<file path="config.mk">
export PLATFORM = sky130hd
export DESIGN_NAME = csa_resolve_seq
export DESIGN_NICKNAME = d
export VERILOG_FILES = /design/src/rtl/csa_resolve_seq.sv
export SDC_FILE = /design/constraint.sdc
export NUM_CORES = 1
export LEC_CHECK = 0
export ABC_CLOCK_PERIOD_IN_PS = 17300
export BUFFER_PORTS_ARGS = -buffer_cell sky130_fd_sc_hd__buf_2
export CAP_MARGIN = 30
export CORE_ASPECT_RATIO = 1.25
export CORE_MARGIN = 2
export CORE_UTILIZATION = 60
export DETAILED_ROUTE_END_ITERATION = 16
export GPL_ROUTABILITY_DRIVEN = 1
export HOLD_SLACK_MARGIN = 0.06
export PLACE_DENSITY = 0.86
export SYNTH_ARGS = -nofsm -noshare
export SYNTH_HDL_FRONTEND = slang
export SYNTH_SLANG_ARGS = --single-unit
</file>
<file path="constraint.sdc">
create_clock -name clk -period 17.3 [get_ports clk]
set_input_delay 2.595 -clock clk [delete_from_list [all_inputs] [get_ports clk]]
set_output_delay 2.595 -clock clk [all_outputs]
set_load 0.01 [all_outputs]
</file>
<file path="src/rtl/csa_resolve_seq.sv">
// rtl/csa_resolve_seq.sv - multi-cycle carry-save resolver with leading-zero count
// Adds one sum/carry pair chunk by chunk, LSB first, then registers the LZC of the result.
module csa_resolve_seq #(
  parameter int SIG_WIDTH = 23,
  parameter int CHUNK     = 16,
  parameter int LZW       = 6,
  localparam int W        = 2 * (SIG_WIDTH + 1) + 5
) (
  input  logic           clk,
  input  logic           rst,
  input  logic           in_valid,
  output logic           in_ready,
  input  logic [W-1:0]   in_sum,
  input  logic [W-1:0]   in_carry,
  output logic           out_valid,
  input  logic           out_ready,
  output logic [W-1:0]   res,
  output logic [LZW-1:0] lzc,
  output logic           zero,
  output logic           ovf
);

  localparam int N         = (W + CHUNK - 1) / CHUNK;
  localparam int NW        = N * CHUNK;
  localparam int LAST_BITS = W - (N - 1) * CHUNK;
  localparam int IW        = (N > 1) ? $clog2(N) : 1;

  typedef enum logic [1:0] {S_IDLE, S_ADD, S_LZC, S_DONE} state_t;

  state_t          state_q, state_d;
  logic [NW-1:0]   op_a_q, op_a_d, op_b_q, op_b_d;
  logic [IW-1:0]   idx_q, idx_d;
  logic            cin_q, cin_d;
  logic [W-1:0]    res_q, res_d;
  logic [LZW-1:0]  lzc_q, lzc_d;
  logic            zero_q, zero_d;
  logic            ovf_q, ovf_d;

  logic            accept;
  logic            last_chunk;
  int              base;
  logic [CHUNK:0]  chunk_sum;
  logic [NW-1:0]   res_ext;
  logic [LZW-1:0]  lzc_calc;

  assign accept     = in_valid && (state_q == S_IDLE);
  assign last_chunk = (idx_q == IW'(N - 1));
  assign base       = int'(idx_q) * CHUNK;

  always_ff @(posedge clk or posedge rst) begin
    if (rst) state_q <= S_IDLE;
    else     state_q <= state_d;
  end

  always_comb begin
    state_d = state_q;
    case (state_q)
      S_IDLE:  if (in_valid)   state_d = S_ADD;
      S_ADD:   if (last_chunk) state_d = S_LZC;
      S_LZC:                   state_d = S_DONE;
      S_DONE:  if (out_ready)  state_d = S_IDLE;
      default:                 state_d = S_IDLE;
    endcase
  end

  always_comb begin
    in_ready  = (state_q == S_IDLE);
    out_valid = (state_q == S_DONE);
  end

  // Operands are zero-extended so the partial top chunk leaves its carry
  // at bit LAST_BITS of chunk_sum, which is exactly the W-bit carry out.
  always_comb begin
    chunk_sum = {1'b0, op_a_q[base +: CHUNK]} + {1'b0, op_b_q[base +: CHUNK]}
              + {{CHUNK{1'b0}}, cin_q};
    res_ext          = '0;
    res_ext[W-1:0]   = res_q;
    res_ext[base +: CHUNK] = chunk_sum[CHUNK-1:0];
    lzc_calc = LZW'(W);
    for (int i = 0; i < W; i++) begin
      if (res_q[i]) lzc_calc = LZW'(W - 1 - i);
    end
  end

  always_comb begin
    op_a_d = op_a_q;
    op_b_d = op_b_q;
    idx_d  = idx_q;
    cin_d  = cin_q;
    res_d  = res_q;
    lzc_d  = lzc_q;
    zero_d = zero_q;
    ovf_d  = ovf_q;
    case (state_q)
      S_IDLE: if (accept) begin
        op_a_d         = '0;
        op_b_d         = '0;
        op_a_d[W-1:0]  = in_sum;
        op_b_d[W-1:0]  = in_carry;
        idx_d          = '0;
        cin_d          = 1'b0;
      end
      S_ADD: begin
        res_d = res_ext[W-1:0];
        idx_d = idx_q + IW'(1);
        if (last_chunk) ovf_d = chunk_sum[LAST_BITS];
        else            cin_d = chunk_sum[CHUNK];
      end
      S_LZC: begin
        lzc_d  = lzc_calc;
        zero_d = (res_q == '0);
      end
      default: ;
    endcase
  end

  always_ff @(posedge clk or posedge rst) begin
    if (rst) begin
      op_a_q <= '0;
      op_b_q <= '0;
      idx_q  <= '0;
      cin_q  <= 1'b0;
      res_q  <= '0;
      lzc_q  <= '0;
      zero_q <= 1'b0;
      ovf_q  <= 1'b0;
    end else begin
      op_a_q <= op_a_d;
      op_b_q <= op_b_d;
      idx_q  <= idx_d;
      cin_q  <= cin_d;
      res_q  <= res_d;
      lzc_q  <= lzc_d;
      zero_q <= zero_d;
      ovf_q  <= ovf_d;
    end
  end

  assign res  = res_q;
  assign lzc  = lzc_q;
  assign zero = zero_q;
  assign ovf  = ovf_q;

endmodule

</file>
==> impl_metrics.env <==
export IMPL_cts_setup_buffers=0
export IMPL_stdcell_count=1130
export IMPL_path_clk_slew_ps=70
export IMPL_relSlewSlack_pct=39.53
export IMPL_vias=7068
export IMPL_clock_sinks=172
export IMPL_io_pins=173
export IMPL_die_h_um=138.7
export IMPL_cts_tree="built"
export IMPL_cap_viol_max_count=0
export IMPL_slew_viol_final=0
export IMPL_area_delta_synth_final_pct=18.32
export IMPL_status="complete, no violations"
export IMPL_cp_end_kind="flop"
export IMPL_grt_max_degree=103
export IMPL_drive_above_1_share_pct=34.98
export IMPL_drcViolationCount=0
export IMPL_max_freq_mhz=240.8
export IMPL_cts_resized=0
export IMPL_drtIter0Drc=490
export IMPL_worstPathArrival_ps=4520
export IMPL_grtUsageTotal_pct=30.71
export IMPL_clk_path_buf_depth=2
export IMPL_start_util_pct=60.94
export IMPL_synth_async_reset_ratio_pct=100.0
export IMPL_via_per_inst=6.255
export IMPL_place_inst=1097
export IMPL_core_sq_um=14290
export IMPL_ant_nets=0
export IMPL_syn_num_nets=912
export IMPL_drt_pass1_iterations=5
export IMPL_drt_wl_total_mm=23.56
export IMPL_root_buffer="clkbuf_16"
export IMPL_yosysSeqAreaShare_pct=49.44
export IMPL_cp_start_kind="flop"
export IMPL_fin_nets=1076
export IMPL_synth_cells=775
export IMPL_path_max_fanout=46
export IMPL_fin_crit_sh_pct=24.00
export IMPL_synth_ff_type="dfrtp_1"
export IMPL_static_leakage_power_uw=0.004831
export IMPL_grt_pass1_wl_mm=37.38
export IMPL_path_class="flop to flop"
export IMPL_cts_hold_buffers=0
export IMPL_hold_violations=0
export IMPL_peakVddDrop_uv=118.8
export IMPL_gr_total_overflow=0
export IMPL_synth_edf_count=0
export IMPL_worst_hold_slack_ps=495.6
export IMPL_period_minus_slack_ps=4153
export IMPL_powerDensity_nw_per_um2=238.7
export IMPL_diodes=0
export IMPL_post_drt_wl_per_cell_um=20.85
export IMPL_clkLatencyLatePin_ps=430
export IMPL_place_gp_congestion=0.9926
export IMPL_io_buffers=172
export IMPL_syn_area_per_cell_sq_um=11.23
export IMPL_fin_setup_tns_ps=0
export IMPL_yosysWarnings=0
export IMPL_critPathRequiredTime_ps=17670
export IMPL_synth_cell_area_sq_um=8706
export IMPL_synth_distinct_cells=56
export IMPL_tightest_slew_ps=898.7
export IMPL_grt_pass1_vias=7159
export IMPL_die_width_um=111.7
export IMPL_dieArea_sq_um=15500
export IMPL_finalSetupViolations=0
export IMPL_antenna_found_initial=0
export IMPL_htreeDepth=4
export IMPL_rows=49
export IMPL_hpwl_mm=17.14
export IMPL_cts_buffers=17
export IMPL_hp_class="flop to flop"
export IMPL_synth_seq_cells=172
export IMPL_skew_ps=9.716
export IMPL_rsz0062_at_grt="no"
## power by group
part	switching, uW	internal, uW
clock network	162	204
logic	779	586
registers	149	580
## path summary, 6_finish.rpt
path | start | end | slack, ps | depth (start not counted)
worst min register to register | lzc[3]$_DFFE_PP0P_ | lzc[3]$_DFFE_PP0P_ | 500 | 1
max in group asynchronous | rst | idx_q[0]$_DFFE_PP0P_ | 13700 | 4
worst max-delay path | idx_q[0]$_DFFE_PP0P_ | res[45]$_DFFE_PP0P_ | 13150 | 12
worst max register to register | idx_q[0]$_DFFE_PP0P_ | res[45]$_DFFE_PP0P_ | 13150 | 12
worst min-delay path | lzc[3]$_DFFE_PP0P_ | lzc[3]$_DFFE_PP0P_ | 500 | 1
min in group asynchronous | rst | op_a_q[42]$_DFFE_PP0P_ | 2270 | 3
## cells in the final DEF (no fill, tap or decap), types with 4 or more instances in the layout
| cell type | instances |
|---|---|
| nand2_1 | 63 |
| xnor2_1 | 5 |
| a31oi_1 | 9 |
| a22oi_1 | 5 |
| nand2b_1 | 11 |
| o21ai_0 | 59 |
| a21oi_1 | 29 |
| or3_1 | 6 |
| mux2i_1 | 24 |
| mux2_2 | 107 |
| inv_1 | 28 |
| inv_6 | 4 |
| clkbuf_16 | 17 |
| a22o_1 | 30 |
| nor4_1 | 14 |
| buf_2 | 172 |
| buf_4 | 4 |
| nor2_1 | 37 |
| dfrtp_1 | 170 |
| nor3_1 | 21 |
| ha_1 | 25 |
| o22ai_1 | 11 |
| o21a_1 | 7 |
| a21o_1 | 5 |
| a211oi_1 | 4 |
| nor2b_1 | 7 |
| nand3_1 | 10 |
| mux4_2 | 10 |
## synth_stat cells (all sizes together) (3+ instances only)
master | instances | area share [%]
a21oi | 29 | 1.7
a211oi | 4 | 0.34
xnor2 | 5 | 0.50
nor4 | 14 | 1.0
nand2b | 11 | 0.79
dfrtp | 172 | 49
a21o | 5 | 0.43
nand3 | 10 | 0.57
nor3 | 21 | 1.2
nor2 | 37 | 1.6
inv | 29 | 1.3
o21ai | 59 | 3.4
o21a | 7 | 0.60
a22o | 31 | 3.1
mux2i | 24 | 2.8
buf | 10 | 0.45
a22oi | 5 | 0.43
clkbuf | 22 | 0.95
a31oi | 9 | 0.65
nand2 | 64 | 2.8
mux4 | 10 | 2.6
o31ai | 3 | 0.26
o22ai | 11 | 0.79
ha | 25 | 3.6
or4 | 4 | 0.39
mux2 | 107 | 14
nor2b | 7 | 0.50
a2bb2oi | 3 | 0.30
or3 | 6 | 0.43
## logic make-up after synthesis
kind of cell	count (synthesis)	synth area share [%]
AOI/OAI and AO/OA	182	13.62
xor gates and xnor gates	7	0.7042
adders and majority gates	27	4.053
buffers and inverters	61	2.644
DFF	172	49.44
muxes	141	19.19
and+or+nand+nor	185	10.35
## critical path, cell delays in order (launching register included)
cell and delay [ps]:
dfrtp_2 450, buf_4 500, inv_1 220, nor2_1 740
nand2_1 130, o21ai_0 170, ha_1 390, a21o_1 230
and2_1 190, nor3_1 140, a31oi_1 160, a221oi_1 520
a22o_2 230
## metrics by stage
stage / power (uW) / setup slack, ps / instance area (sq um) / utilization (%)
3_3_place_gp: 2009 / 12860 / 9713 / 68.00
2_1_floorplan: 1664 / 10040 / 8706 / -
3_5_place_dp: 2055 / 12840 / 9713 / 68.00
4_1_cts: 2436 / 13250 / 10270 / 71.92
5_1_grt: 2611 / 12930 / 10300 / 72.11
6_report: 2459 / 13150 / 10300 / 72.11
## sequential cells by signal, indices dropped and copies added, names as in the netlist
signal	flops
lzc	6
op_b_q	53
state_q	2
zero	1
cin_q	1
op_a_q	53
ovf	1
idx_q	2
res	53
## routing by layer
layer,part of all wire [%],track usage (%),wire (um)
met5,0,0,0
met4,4.8,15.79,1129
met3,6.1,5.900,1441
met2,52,53.11,12240
met1,37,36.44,8752
## layout make-up
type / count / area, sq um
Inverter: 29 / 113.9
Sequential cell: 172 / 4307
Clock buffer: 21 / 450.4
Timing Repair Buffer: 177 / 918.4
Fill cell: 1017 / 3984
Multi-Input combinational cell: 542 / 4179
Tap cell: 178 / 222.7
Clock inverter: 11 / 110.1
(Power assumes the default switching activity.)
